--- src/rtl/clk_div_pkg.sv ---
// Shared constants for the programmable clock divider: default widths,
// the post-reset half-period and ready-made terminal counts for common rates.
package clk_div_pkg;

  localparam int CNT_W_DEF    = 33;
  localparam int RST_HALF_DEF = 50000;

  localparam longint unsigned SYS_CLK_HZ = 64'd100_000_000;

  // Terminal count N such that out_clk runs at out_hz: half-period is N+1 cycles.
  function automatic longint unsigned half_count(input longint unsigned clk_hz,
                                                 input longint unsigned out_hz);
    return (clk_hz / (2 * out_hz)) - 1;
  endfunction

  localparam longint unsigned HALF_1KHZ = half_count(SYS_CLK_HZ, 64'd1000);
  localparam longint unsigned HALF_1HZ  = half_count(SYS_CLK_HZ, 64'd1);

endpackage

--- src/rtl/clk_div_if.sv ---
// Control and status bundle of the programmable divider; the controller side
// drives enable/clear/divisor loads, the divider returns clock and strobes.
interface clk_div_if
  import clk_div_pkg::*;
#(
  parameter int CNT_W = CNT_W_DEF
);

  logic             enable;
  logic             clear;
  logic             div_load;
  logic [CNT_W-1:0] div_value;

  logic             out_clk;
  logic             tick;
  logic             rise_tick;
  logic             fall_tick;
  logic             pending;

  modport master (
    output enable, clear, div_load, div_value,
    input  out_clk, tick, rise_tick, fall_tick, pending
  );

  modport slave (
    input  enable, clear, div_load, div_value,
    output out_clk, tick, rise_tick, fall_tick, pending
  );

endinterface

--- src/rtl/clk_div_prog.sv ---
// Runtime-programmable divider: 50 % duty out_clk plus single-cycle strobes,
// with a shadowed divisor that only switches on a half-period boundary.
module clk_div_prog
  import clk_div_pkg::*;
#(
  parameter int CNT_W    = CNT_W_DEF,
  parameter int RST_HALF = RST_HALF_DEF
) (
  input  logic       in_clk,
  input  logic       rst_n,
  clk_div_if.slave   bus
);

  localparam logic [CNT_W-1:0] RST_N_VAL = CNT_W'(RST_HALF);
  localparam logic [CNT_W-1:0] ONE       = CNT_W'(1);

  logic [CNT_W-1:0] count,    count_d;
  logic [CNT_W-1:0] active_n, active_d;
  logic [CNT_W-1:0] shadow_n, shadow_d;
  logic             pending_q, pending_d;
  logic             out_q,     out_d;
  logic             tick_q,    tick_d;
  logic             rise_q,    rise_d;
  logic             fall_q,    fall_d;
  logic             terminal;

  // A count past active_n cannot occur, but treating it as terminal keeps
  // the divider self-recovering should it ever happen.
  assign terminal = (count >= active_n);

  // A load is folded into the shadow first, so a load landing on the
  // boundary (or on a clear) is applied there instead of waiting a half-period.
  always_comb begin
    count_d   = count;
    active_d  = active_n;
    shadow_d  = shadow_n;
    pending_d = pending_q;
    out_d     = out_q;
    tick_d    = 1'b0;
    rise_d    = 1'b0;
    fall_d    = 1'b0;

    if (bus.div_load) begin
      shadow_d  = bus.div_value;
      pending_d = 1'b1;
    end

    if (bus.clear) begin
      count_d = '0;
      out_d   = 1'b0;
      if (pending_d) begin
        active_d  = shadow_d;
        pending_d = 1'b0;
      end
    end else if (bus.enable) begin
      if (terminal) begin
        count_d = '0;
        out_d   = ~out_q;
        tick_d  = 1'b1;
        rise_d  = ~out_q;
        fall_d  = out_q;
        if (pending_d) begin
          active_d  = shadow_d;
          pending_d = 1'b0;
        end
      end else begin
        count_d = count + ONE;
      end
    end
  end

  always_ff @(posedge in_clk or negedge rst_n) begin
    if (!rst_n) begin
      count     <= '0;
      active_n  <= RST_N_VAL;
      shadow_n  <= RST_N_VAL;
      pending_q <= 1'b0;
      out_q     <= 1'b0;
      tick_q    <= 1'b0;
      rise_q    <= 1'b0;
      fall_q    <= 1'b0;
    end else begin
      count     <= count_d;
      active_n  <= active_d;
      shadow_n  <= shadow_d;
      pending_q <= pending_d;
      out_q     <= out_d;
      tick_q    <= tick_d;
      rise_q    <= rise_d;
      fall_q    <= fall_d;
    end
  end

  assign bus.out_clk   = out_q;
  assign bus.tick      = tick_q;
  assign bus.rise_tick = rise_q;
  assign bus.fall_tick = fall_q;
  assign bus.pending   = pending_q;

endmodule
--- src/flat_wrapper.sv ---
// flat-port wrapper written by rule: the top's interface ports become plain ports
module clk_div_prog_flat import clk_div_pkg::*;
#(
  parameter int CNT_W    = CNT_W_DEF,
  parameter int RST_HALF = RST_HALF_DEF
)
  (in_clk, rst_n, bus_enable, bus_clear, bus_div_load, bus_div_value, bus_out_clk, bus_tick, bus_rise_tick, bus_fall_tick, bus_pending);
  clk_div_if #(.CNT_W(CNT_W)) bus_i ();
  input  logic in_clk;
  input  logic rst_n;
  input wire logic [$bits(bus_i.enable)-1:0] bus_enable;
  input wire logic [$bits(bus_i.clear)-1:0] bus_clear;
  input wire logic [$bits(bus_i.div_load)-1:0] bus_div_load;
  input wire logic [$bits(bus_i.div_value)-1:0] bus_div_value;
  output wire logic [$bits(bus_i.out_clk)-1:0] bus_out_clk;
  output wire logic [$bits(bus_i.tick)-1:0] bus_tick;
  output wire logic [$bits(bus_i.rise_tick)-1:0] bus_rise_tick;
  output wire logic [$bits(bus_i.fall_tick)-1:0] bus_fall_tick;
  output wire logic [$bits(bus_i.pending)-1:0] bus_pending;
  assign bus_i.enable = bus_enable;
  assign bus_i.clear = bus_clear;
  assign bus_i.div_load = bus_div_load;
  assign bus_i.div_value = bus_div_value;
  assign bus_out_clk = bus_i.out_clk;
  assign bus_tick = bus_i.tick;
  assign bus_rise_tick = bus_i.rise_tick;
  assign bus_fall_tick = bus_i.fall_tick;
  assign bus_pending = bus_i.pending;
  clk_div_prog #(.CNT_W(CNT_W), .RST_HALF(RST_HALF)) u_core (.in_clk(in_clk), .rst_n(rst_n), .bus(bus_i));
endmodule
--- config.mk ---
export PLATFORM = sky130hd
export DESIGN_NAME = clk_div_prog_flat
export DESIGN_NICKNAME = d
export VERILOG_FILES = /design/src/rtl/clk_div_pkg.sv /design/src/rtl/clk_div_if.sv /design/src/rtl/clk_div_prog.sv /design/src/flat_wrapper.sv
export SDC_FILE = /design/constraint.sdc
export NUM_CORES = 1
export LEC_CHECK = 0
export ABC_AREA = 1
export CORE_MARGIN = 8
export CORE_UTILIZATION = 30
export CTS_BUF_LIST = sky130_fd_sc_hd__clkbuf_8 sky130_fd_sc_hd__clkbuf_16
export DETAILED_ROUTE_END_ITERATION = 16
export SLEW_MARGIN = 20
export SYNTH_ARGS = -nofsm -noshare
export SYNTH_HDL_FRONTEND = slang
export SYNTH_SLANG_ARGS = --single-unit
--- constraint.sdc ---
create_clock -name in_clk -period 2.7 [get_ports in_clk]
set_input_delay 0.81 -clock in_clk [delete_from_list [all_inputs] [get_ports in_clk]]
set_output_delay 0.81 -clock in_clk [all_outputs]
set_load 0.02 [all_outputs]
==> results.sh, run 1 <==
export IMPL_status="completed"
export IMPL_vias_per_cell=4.47
export IMPL_worst_setup_path_type="flip-flop to flip-flop"
export IMPL_hold_violations=0
export IMPL_synth_distinct_cells=35
export IMPL_cts_tree="done"
export IMPL_dp_cells=970
export IMPL_wl_per_cell_um=12.6
export IMPL_io_pins=43
export IMPL_cts_root_buf="clkbuf_16"
export IMPL_std_cell_rows=50
export IMPL_synthTopCellsByArea="dfrtp_1 41%, nand2_1 17%, ha_1 7.5%"
export IMPL_ff2ff_path_depth=13
export IMPL_cpMaxStageDelayCell="dfstp_2"
export IMPL_clkLatencyLatePin_ps=350
export IMPL_grt_pass1_vias=4531
export IMPL_netlist_area_leader_share_pct=40.6
export IMPL_ys_ff_latch=104
export IMPL_crit_chain="inv_1, ha_1, nand2_1, nor2_2, and2_1, nand2_1, nor2_1, nor2_2, nand3_1, nand2_1, nand2_2, buf_12, nor3_1"
export IMPL_path_max_fanout=14
export IMPL_nNetsFinal=819
export IMPL_grt_usage_pct=11.3
export IMPL_cpPeakStageDelay_ps=540
export IMPL_final_setup_tns_ps=0
export IMPL_antenna_found_initial=0
export IMPL_timing_hold_ws_ps=335
export IMPL_fp_dieArea_um2=23600
export IMPL_synth_warnings=0
export IMPL_vdd_drop_max_mv=0.300
export IMPL_fillCellCount=1915
export IMPL_drtPass1Iterations=5
export IMPL_drt_iter0_drc=255
export IMPL_slew_viol_final=0
export IMPL_syn_to_final_growth_pct=18.0
export IMPL_p_leak_nw=3.36
export IMPL_dp_hpwl_mm=9.31
export IMPL_die_h_um=153
export IMPL_grt_max_degree=52
export IMPL_place_gp_congestion=0.851
export IMPL_routed_wl_mm=12.5
export IMPL_antenna_left=0
export IMPL_synthCells=704
export IMPL_initial_utilization_pct=30.4
export IMPL_clkSinkCount=104
export IMPL_final_common_cell="nand2_1"
export IMPL_cts_buffer_depth=2
export IMPL_crit_family="simple AND/OR/NAND/NOR gates"
export IMPL_max_freq_ghz=0.418
export IMPL_power_density_nw_per_um2=557
export IMPL_grt_pass1_wl_mm=21.8
export IMPL_fp_coreArea_um2=18600
export IMPL_arrival_ps=2660
export IMPL_period_needed_ps=2390
export IMPL_drc=0
export IMPL_cp_buffers_inverters=2
export IMPL_layout_common_cells="255 x nand2_1, 92 x dfrtp_1, 79 x inv_1"
export IMPL_htree_levels=3
export IMPL_syn_nets=776
export IMPL_vias=4403
export IMPL_die_x_um=153
export IMPL_synth_seq_area_share_pct=46.2
export IMPL_path_common_cell="nand2_1"
export IMPL_cts_inserted_buffers=9
export IMPL_io_buffers=42
export IMPL_cp_data_required_time_ps=2970
export IMPL_drv_max_cap_violation_count=0
export IMPL_relSlewSlack_pct=70.3
export IMPL_worst_slew_pin_slew_ps=445
export IMPL_critPathLaunchType="flip-flop"
export IMPL_postCtsHoldBufs=0
export IMPL_finalSetupViolations=0
export IMPL_period_share_pct=88.6
export IMPL_synth_largest_area_cell="dfrtp_1"
export IMPL_num_antenna_cells=0
export IMPL_cts_clk_slew_worst_paths_ps=70
export IMPL_min_path_type="primary input to asynchronous set/reset pin"
export IMPL_skew_ps=9.26
export IMPL_avgSynthCellArea_um2=8.06
export IMPL_syn_cell_area_um2=5670
export IMPL_grt_ovfl_total=0
export IMPL_rsz0062_at_grt="false"
export IMPL_worstSetupPathDepth=13
export IMPL_final_cells=986
export IMPL_worst_setup_path_end_kind="flip-flop"
export IMPL_final_layout_size_suffix_gt1_share_pct=9.57
## Yosys cell counts
cell and instances:
buf_6 6, nand3_1 16, nand2_1 255, buf_2 4, nand3b_1 1, and2_1 1
clkbuf_1 13, a21oi_2 1, nor3_1 5, clkinv_1 1, dfrtp_1 92, xnor2_1 9
nor3_2 4, o21ai_0 6, nand2_2 5, nor2_1 63, nor3b_1 1, a21o_1 1
nand3_2 2, or2_0 1, nand3_4 1, inv_2 2, nor4_1 1, nand4_4 1
ha_1 34, inv_1 78, dfstp_2 12, o21bai_1 1, nor2_2 9, xor2_1 16
nand4_1 41, o22ai_1 2, a21oi_1 14, nor2_4 4, nor3b_2 1
## worst register-to-register path, delay by kind of cell (launching register included)
kind | cells | cell delay, ps
fa+ha+maj | 1 | 300
buf+inv | 2 | 240
flops | 1 | 540
simple gates | 10 | 1240
## metal layers
metal | up-vias | share of wire [%] | track usage, %
li1 | 2300 | - | -
met1 | 2020 | 46 | 13.7
met2 | 67 | 49 | 19.1
met3 | 16 | 3.4 | 2.49
met4 | 0 | 2.1 | 4.39
met5 | - | 0 | 0
## cell type report
type	instances	area (µm²)	share of cell area (%)
Inverter	81	304	4.54
Tap cell	234	293	4.37
Timing Repair Buffer	55	553	8.26
Clock inverter	5	56.3	0.841
Clock buffer	11	253	3.78
Multi-Input combinational cell	496	2620	39.1
Sequential cell	104	2620	39.1
## sequential cells by signal (all words and copies together), names as in the netlist
| register | count |
|---|---|
| u_core.active_n | 33 |
| u_core.bus.fall_tick | 1 |
| u_core.bus.out_clk | 1 |
| u_core.bus.pending | 1 |
| u_core.bus.rise_tick | 1 |
| u_core.bus.tick | 1 |
| u_core.count | 33 |
| u_core.shadow_n | 33 |
## cells by family (layout without fill, tap and decap cells)
kind of cell / count (synthesis) / count (layout) / synth area share, %
fa+ha+maj: 34 / 34 / 7.50
flops: 104 / 104 / 46.2
buf+inv: 104 / 152 / 7.77
xor+xnor: 25 / 25 / 3.86
compound gates: 25 / 25 / 2.40
simple gates: 412 / 412 / 32.3
## metrics by stage
| step | util (%) | total power [W] | setup slack [ps] | area (µm²) |
|---|---|---|---|---|
| after floorplan | - | 0.00219 | 735 | 5670 |
| after global placement | 34.2 | 0.00240 | 176 | 6380 |
| after detailed placement | 34.2 | 0.00241 | 121 | 6380 |
| after CTS | 35.9 | 0.00379 | 228 | 6690 |
| after global routing | 35.9 | 0.00395 | 42.5 | 6690 |
| final | 35.9 | 0.00373 | 308 | 6690 |
## report_power, final
part | switching, W | internal, W | total, W
clock network | 0.000589 | 0.000768 | 0.00136
logic | 0.000358 | 0.000224 | 0.000582
registers | 0.0000731 | 0.00172 | 0.00179
total | 0.00102 | 0.00271 | 0.00373
## what timing repair did
item | in CTS | in global routing
resized for setup | 0 | 1
endpoints found under the setup margin | 0 | 2
buffers inserted | 0 | 0
## path summary, 6_finish.rpt
| path | slack, ps | end | start |
|---|---|---|---|
| max in group asynchronous | 1650 | u_core.active_n[28] | rst_n |
| hold / removal | 340 | u_core.active_n[0] | rst_n |
| hold reg to reg | 470 | u_core.active_n[6] | u_core.active_n[6] |
| setup reg to reg | 310 | u_core.count[14] | u_core.active_n[8] |
| min in group in_clk | 470 | u_core.active_n[6] | u_core.active_n[6] |
| setup / recovery | 310 | u_core.count[14] | u_core.active_n[8] |
Power figures use the tool's default switching activity.
==> run 2: changes to the inputs <==
- TNS_END_PERCENT: unset -> 100
==> results of run 2 <==
Final layout, timing and power as in run 1 (identical DEF).
